[src/rtl/flat_shift_pkg.sv]
// flat_shift_pkg: shared direction constants and layout/width helpers for flat_shift_array
package flat_shift_pkg;
    localparam logic FWD = 1'b0;
    localparam logic REV = 1'b1;
    function automatic int idx_w(input int n);
        return (n > 1) ? $clog2(n) : 1;
    endfunction
    function automatic int cnt_w(input int n);
        return $clog2(n + 1);
    endfunction
    // Ascending ranges reverse the position so logical (0,0) lands on the MSB
    function automatic int flat_pos(input int r, input int c, input int rows, input int cols,
                                    input int row_asc, input int col_asc);
        return (row_asc != 0 ? rows - 1 - r : r) * cols + (col_asc != 0 ? cols - 1 - c : c);
    endfunction
endpackage

[src/rtl/flat_shift_tap.sv]
// flat_shift_tap: combinational window read of one row, zero-filled past the row end
module flat_shift_tap
    import flat_shift_pkg::*;
#(
    parameter int ROWS = 3,
    parameter int COLS = 5,
    parameter int WIN  = 2
) (
    input  logic [ROWS*COLS-1:0]    cells,
    input  logic [idx_w(ROWS)-1:0]  tap_row,
    input  logic [idx_w(COLS)-1:0]  tap_col,
    output logic [WIN-1:0]          win
);
    logic [ROWS*COLS-1:0] row_bits;
    always_comb begin
        row_bits = cells >> (int'(tap_row) * COLS + int'(tap_col));
        win = '0;
        for (int k = 0; k < WIN; k++)
            win[k] = (int'(tap_col) + k < COLS && int'(tap_row) < ROWS) ? row_bits[k] : 1'b0;
    end
endmodule

[src/rtl/flat_shift_array.sv]
// flat_shift_array: 2-D shift-register array with multi-bit reversible shift, load, clear,
// saturating fill count and a registered tap window, exposed as one flattened vector
module flat_shift_array
    import flat_shift_pkg::*;
#(
    parameter int ROWS    = 3,
    parameter int COLS    = 5,
    parameter int ROW_LO  = 0,
    parameter int COL_LO  = 0,
    parameter int ROW_ASC = 0,
    parameter int COL_ASC = 0,
    parameter int STEP    = 1,
    parameter int WIN     = 2
) (
    input  logic                         clock,
    input  logic                         reset_n,
    input  logic                         clear,
    input  logic                         shift_en,
    input  logic                         dir,
    input  logic [STEP-1:0]              in,
    input  logic                         load,
    input  logic [ROWS*COLS-1:0]         load_data,
    input  logic [idx_w(ROWS)-1:0]       tap_row,
    input  logic [idx_w(COLS)-1:0]       tap_col,
    output logic [ROWS*COLS-1:0]         out,
    output logic [WIN-1:0]               tap_data,
    output logic [cnt_w(ROWS*COLS)-1:0]  fill,
    output logic                         full
);
    localparam int N  = ROWS * COLS;
    localparam int FW = cnt_w(N);
    logic [N-1:0] cells, load_cells, in_rev, shifted;
    logic [FW-1:0] fill_inc;
    logic [WIN-1:0] win;
    genvar i, j;
    // Walk the declared index ranges; cells is held in logical order L = r*COLS + c
    for (i = ROW_LO; i < ROW_LO + ROWS; i++) begin : g_row
        for (j = COL_LO; j < COL_LO + COLS; j++) begin : g_col
            localparam int L = (i - ROW_LO) * COLS + (j - COL_LO);
            localparam int F = flat_pos(i - ROW_LO, j - COL_LO, ROWS, COLS, ROW_ASC, COL_ASC);
            assign out[F] = cells[L];
            assign load_cells[L] = load_data[F];
        end
    end
    always_comb begin
        in_rev = '0;
        for (int k = 0; k < STEP; k++)
            in_rev[N-1-k] = in[k];
        shifted = (dir == REV) ? ((cells >> STEP) | in_rev) : ((cells << STEP) | N'(in));
        fill_inc = (int'(fill) + STEP >= N) ? FW'(N) : fill + FW'(STEP);
    end
    flat_shift_tap #(.ROWS(ROWS), .COLS(COLS), .WIN(WIN)) u_tap (
        .cells   (cells),
        .tap_row (tap_row),
        .tap_col (tap_col),
        .win     (win)
    );
    always_ff @(posedge clock or negedge reset_n) begin
        if (!reset_n) begin
            cells    <= '0;
            fill     <= '0;
            full     <= 1'b0;
            tap_data <= '0;
        end else begin
            tap_data <= win;
            if (clear) begin
                cells <= '0;
                fill  <= '0;
                full  <= 1'b0;
            end else if (load) begin
                cells <= load_cells;
                fill  <= FW'(N);
                full  <= 1'b1;
            end else if (shift_en) begin
                cells <= shifted;
                fill  <= fill_inc;
                full  <= (fill_inc == FW'(N));
            end
        end
    end
endmodule
[config.mk]
export PLATFORM = sky130hd
export DESIGN_NAME = flat_shift_array
export DESIGN_NICKNAME = d
export VERILOG_FILES = /design/src/rtl/flat_shift_pkg.sv /design/src/rtl/flat_shift_tap.sv /design/src/rtl/flat_shift_array.sv
export SDC_FILE = /design/constraint.sdc
export NUM_CORES = 1
export LEC_CHECK = 0
export CAP_MARGIN = 0
export CORE_ASPECT_RATIO = 0.75
export CORE_MARGIN = 3
export CORE_UTILIZATION = 46
export DETAILED_ROUTE_END_ITERATION = 8
export PLACE_DENSITY = 0.73
export SYNTH_ARGS = -nofsm -noshare
export SYNTH_HDL_FRONTEND = slang
export SYNTH_SLANG_ARGS = --single-unit
[constraint.sdc]
create_clock -name clock -period 2.1 [get_ports clock]
set_input_delay 0.42 -clock clock [delete_from_list [all_inputs] [get_ports clock]]
set_output_delay 0.42 -clock clock [all_outputs]
set_load 0.1 [all_outputs]
Word-level counts from Yosys, hierarchy flattened
Cells that the tools add are included.
{"block": "word_totals", "reg_bits": 22, "input_bits": 27, "output_inout_bits": 22, "elab_cells": 33}
{"block": "classes", "n_addsub": 4, "n_mul": 1, "n_lt_le_gt_ge": 4, "n_eq_ne": 1, "shift": 1, "mux": 13, "n_bitwise": 2, "n_reduce_logical": 3}
{"op": "15-bit 2-to-1 mux", "n": 4}
{"op": "32-bit by 4-bit adder with 32-bit output", "n": 1}
{"op": "32-bit by 4-bit less-than comparator with 1-bit output, second input constant", "n": 1}
{"op": "15-bit by 32-bit >> shifter with 2-bit output", "n": 1}
{"op": "4-bit 2-to-1 mux", "n": 4}
{"op": "14-bit by 15-bit bitwise OR with 15-bit output", "n": 1}
{"op": "15-bit by 1-bit bitwise OR with 15-bit output", "n": 1}
{"op": "4-bit by 1-bit adder with 5-bit output, second input constant", "n": 1}
{"op": "5-bit by 4-bit greater-or-equal comparator with 1-bit output, second input constant", "n": 1}
{"op": "2-bit by 3-bit multiplier with 5-bit output, second input constant", "n": 1}
{"op": "1-bit 2-to-1 mux", "n": 5}
{"op": "3-bit by 1-bit adder with 4-bit output, second input constant", "n": 1}
{"op": "4-bit by 1-bit adder with 4-bit output, second input constant", "n": 1}
{"op": "4-bit == test, second input constant", "n": 1}
{"op": "3-bit less-than comparator, second input constant", "n": 1}
{"op": "3-bit nonzero test", "n": 1}
{"op": "1-bit logical AND", "n": 2}
{"op": "2-bit less-than comparator, second input constant", "n": 1}

Longest topological paths before layout
{"block": "depth", "word_depth": 7, "mapped_depth": 7, "depth_no_buf": 7}

Hierarchy
A second synthesis with hierarchy kept.
{"block": "hier_totals", "hier_cells": 192, "area_unflattened_um2": 1735.4}
{"mod": "flat_shift_array", "n_inst": 1, "cells_each": 146, "area_each_um2": 1301.2}
{"mod": "flat_shift_tap", "n_inst": 1, "cells_each": 46, "area_each_um2": 434.2}

Least setup slack after synthesis
OpenSTA, ideal clock, no wires.
{"block": "synth_timing", "path_type": "register to register", "startpoint": "reg fill[0]", "endpoint": "reg fill[1]", "setup_ns": 0.144, "t_arrival_ns": 2.267, "setup_slack_ns": -0.312, "stages_incl_launch_ff": 8, "n_path_buf": 0, "period_less_slack_ns": 2.412, "cell_sequence": "dfrtp_1 inv_1 ha_1 nand2b_1 a21oi_1 o221ai_1 a211oi_1 a311oi_1"}
{"block": "synth_via", "elab_chain_cells": 6, "word_cells_on_any_way": 7, "cone_classes": "2 x add/sub; 1 x order compare; 4 x mux"}
{"element": "start: declaration", "line": "flat_shift_array.sv:27", "rtl": "output logic [cnt_w(ROWS*COLS)-1:0] fill,"}
{"element": "start signal: assignment", "line": "flat_shift_array.sv:72", "rtl": "fill <= FW'(N);"}
{"element": "start signal: assignment", "line": "flat_shift_array.sv:76", "rtl": "fill <= fill_inc;"}
{"element": "4-bit by 1-bit adder with 5-bit output", "line": "flat_shift_array.sv:50", "rtl": "fill_inc = (int'(fill) + STEP >= N) ? FW'(N) : fill + FW'(STEP);"}
{"element": "5-bit by 4-bit greater-or-equal comparator with 1-bit output", "line": "flat_shift_array.sv:50"}
{"element": "4-bit 2-to-1 mux (*)", "line": "flat_shift_array.sv:50"}
{"element": "4-bit 2-to-1 mux (*)", "line": "flat_shift_array.sv:74", "rtl": "end else if (shift_en) begin"}
{"element": "4-bit 2-to-1 mux (*)", "line": "flat_shift_array.sv:70", "rtl": "end else if (load) begin"}
{"element": "4-bit 2-to-1 mux (*)", "line": "flat_shift_array.sv:66", "rtl": "if (clear) begin"}
Mark *: on every way between the ends. The rest lies on a longest branch, timed or not. The select of a mux whose other input is x is not followed.
A chain may end at the register's enable or synchronous reset.

Worst setup path after layout
{"block": "layout_timing", "startpoint": "in tap_row[0]", "endpoint": "reg tap_data[0]"}
{"block": "layout_via", "elab_chain_cells": 4, "word_cells_on_any_way": 6, "cone_classes": "1 x add/sub; 1 x mul; 1 x order compare; 1 x shift; 1 x mux; 1 x reduce/logical"}
{"element": "start: declaration", "line": "flat_shift_array.sv:23", "rtl": "input logic [idx_w(ROWS)-1:0] tap_row,"}
{"element": "2-bit by 3-bit multiplier with 5-bit output", "line": "flat_shift_tap.sv:16", "rtl": "row_bits = cells >> (int'(tap_row) * COLS + int'(tap_col));"}
{"element": "32-bit by 4-bit adder with 32-bit output", "line": "flat_shift_tap.sv:16"}
{"element": "15-bit by 32-bit >> shifter with 2-bit output", "line": "flat_shift_tap.sv:16"}
{"element": "1-bit 2-to-1 mux (*)", "line": "flat_shift_tap.sv:19", "rtl": "win[k] = (int'(tap_col) + k < COLS && int'(tap_row) < ROWS) ? row_bits[k] : 1'b0;"}
{"element": "via u_tap.win[0]", "line": "flat_shift_tap.sv:12", "rtl": "output logic [WIN-1:0] win"}
{"element": "end signal: assignment", "line": "flat_shift_array.sv:65", "rtl": "tap_data <= win;"}
{"element": "end: declaration", "line": "flat_shift_array.sv:26", "rtl": "output logic [WIN-1:0] tap_data,"}
Mark *: on every way through the listed nets, which the timed path passes. The rest lies on a longest branch.

==> impl_metrics.yaml <==
placement:
  dpl_cell_area_um2: 2300
  io_buffers: 48
  hpwlAfterDp_um: 3450
  preCtsSetupSlack_ns: -0.480
  place_congestion: 0.836
synth:
  yosysWarnings: 0
  synthSimpleGateAreaFrac: 0.149
  syn_area_um2: 1730
  syn_inst: 190
  synth_compound_area_frac: 0.193
  ys_seq_area_frac: 0.319
  synth-async-reset-ratio: 1.00
  synth_cell_types: 37
  synth_edf_count: 0
  synth-xor-area-share: 0.0246
  syn_nets: 224
  synth_top_family_by_area: "multiplexers"
  synthMuxAreaShare: 0.206
  synthAdderAreaFrac: 0.0550
  synth_seq_cells: 22
  synth_flop_cell: "dfrtp_1"
  syn_area_per_cell_um2: 9.09
detailed_routing:
  drtAntennaViolNets: 0
  drtPass1Iterations: 4
  drc: 0
  drtIter0Drc: 88
  dr_total_vias: 1672
  viasPerCell: 5.67
  wl_per_cell_um: 16.1
  totalWireLength_um: 4740
clock_network:
  cts_tree: "yes"
  clkLatencyLatePin_ns: 0.27
  root_buffer: "clkbuf_8"
  path_clk_slew_ns: 0.09
  htree_levels: 1
  clock-sinks: 22
  cts-buffers-inserted: 3
  cts_buffer_depth: 2
  holdBufCountCts: 0
timing:
  finalCritPeriodShare: 0.989
  hold_ws_ns: 0.510
  period_minus_slack_ns: 2.08
  finalHoldViolCount: 0
  worst_slack_ns: 0.0223
  tightestPinTransition_ns: 0.430
  finalMaxSlewViolations: 0
  max_freq_ghz: 0.481
  max-slew-margin-rel: 0.713
  skew_ns: 0.00644
  finalSetupViolCount: 0
grt:
  grt_pass1_wl_um: 7960
  grt_max_degree: 31
  overflow: 0
  grt_pass1_vias: 1658
  antenna_found_initial: 0
  grt_util_all_layers: 0.216
outcome:
  status: "completed"
floorplanning:
  io_pins: 49
  core_um2: 3450
  die_area_um2: 4540
  num_rows: 18
  die_w_um: 76.8
  die_y_um: 59.1
  start_util: 0.501
final_layout:
  final_cell_area_um2: 2400
  layout_common_cells: "41 x buf_4, 36 x nor2_1, 22 x clkdlybuf4s50_1, 20 x a21oi_1, 20 x dfrtp_1"
  drive_gt1_frac: 0.249
  fin_util: 0.696
  n_antenna_cell: 0
  area_delta_synth_final_pct: 38.8
  layout.nets: 280
  layout_commonest_cell: "buf_4"
pwr:
  peakVddDrop_uv: 498
  p_per_area_nw_per_um2: 671
  power_mw: 1.61
  p_leak_nw: 1.10
worst_setup_path:
  path_max_fanout: 2
  critPathKind: "primary input to flip-flop"
  worst_setup_path_end_kind: "flip-flop"
  crit_path_start_kind: "primary input"
  cp.required_ns: 2.24
  critical_path_arrival_ns: 2.22
min_path:
  hp-class: "primary input to asynchronous set/reset pin"
job:
  drv_cap: 0
## per-layer routing
layer  up-vias  part of all wire  track usage
met3         2             0.062       0.0334
met2        60              0.49        0.359
met5         -                 0            0
met1       803              0.45        0.309
li1        807                 -            -
met4         0            0.0030       0.0284
## critical path, stage by stage
cell and delay [ns]:
clkdlybuf4s15_1 0.22, ha_4 0.19, fa_2 0.38, xnor2_2 0.20
mux4_2 0.32, nor2b_4 0.15, a311oi_2 0.26, a211oi_1 0.08
## flip-flops by register name (all words and copies together), names as in the netlist
register	cells
tap_data	2
out	15
fill	4
full	1
## power by group
group	total, mW	internal [mW]	switching, mW	leakage (nW)
sequential	0.510	0.456	0.0545	0.285
clock	0.401	0.255	0.146	0.0357
combinational	0.700	0.260	0.439	0.779
## cells by family (layout without fill, tap and decap cells)
kind of cell | count (synthesis) | count (layout)
and+or+nand+nor | 61 | 61
adders and majority gates | 7 | 7
buffers and inverters | 19 | 74
AOI/OAI and AO/OA | 51 | 51
DFF | 22 | 22
xor gates and xnor gates | 4 | 4
muxes | 26 | 26
## through the flow
stage,setup TNS (ns),cells
floorplan,0,190
global placement,-0.791,289
detailed placement,-0.933,289
CTS,0,295
global route,-0.0269,295
finish,0,295
## final timing paths
check	cells after the start	slack, ns	end	from
max	8	0.02	tap_data[0]	tap_row[0]
min	2	0.51	out[7]	reset_n
max reg2reg	6	0.27	fill[1]	fill[0]
min reg2reg	2	0.67	fill[0]	fill[0]
max in group asynchronous	2	1.35	fill[0]	reset_n
min in group clock	5	0.62	tap_data[0]	tap_col[0]
## final cells by class
type | count | area (um2)
inverter | 2 | 10.0
sequential | 22 | 553
clock buffer | 3 | 41.3
fill | 264 | 1050
tap | 50 | 62.6
clock inverter | 1 | 30.0
timing repair buffer | 68 | 581
multi-input combinational | 149 | 1120
## Yosys cell counts, types with 2 or more instances
master	instances	area (um2)
nor2_1	36	135
nor3_1	2	10.0
a21oi_1	20	100
a311oi_1	2	17.5
mux2i_1	19	190
nand2b_1	2	12.5
ha_1	6	75.1
mux4_1	5	131
nand3_1	2	10.0
clkbuf_1	11	41.3
xor2_1	2	17.5
dfrtp_1	22	551
a211oi_1	19	143
nor2b_1	3	18.8
nand2_1	12	45.0
buf_4	2	15.0
o21ai_0	3	15.0
buf_2	3	15.0
## what timing repair did
item                                    CTS  global route
endpoints found under the setup margin    2             5
buffers inserted                          2             0
pin swaps                                 3             5
gates resized for setup                   4             8
No activity file was read; power rests on OpenSTA's default activity.
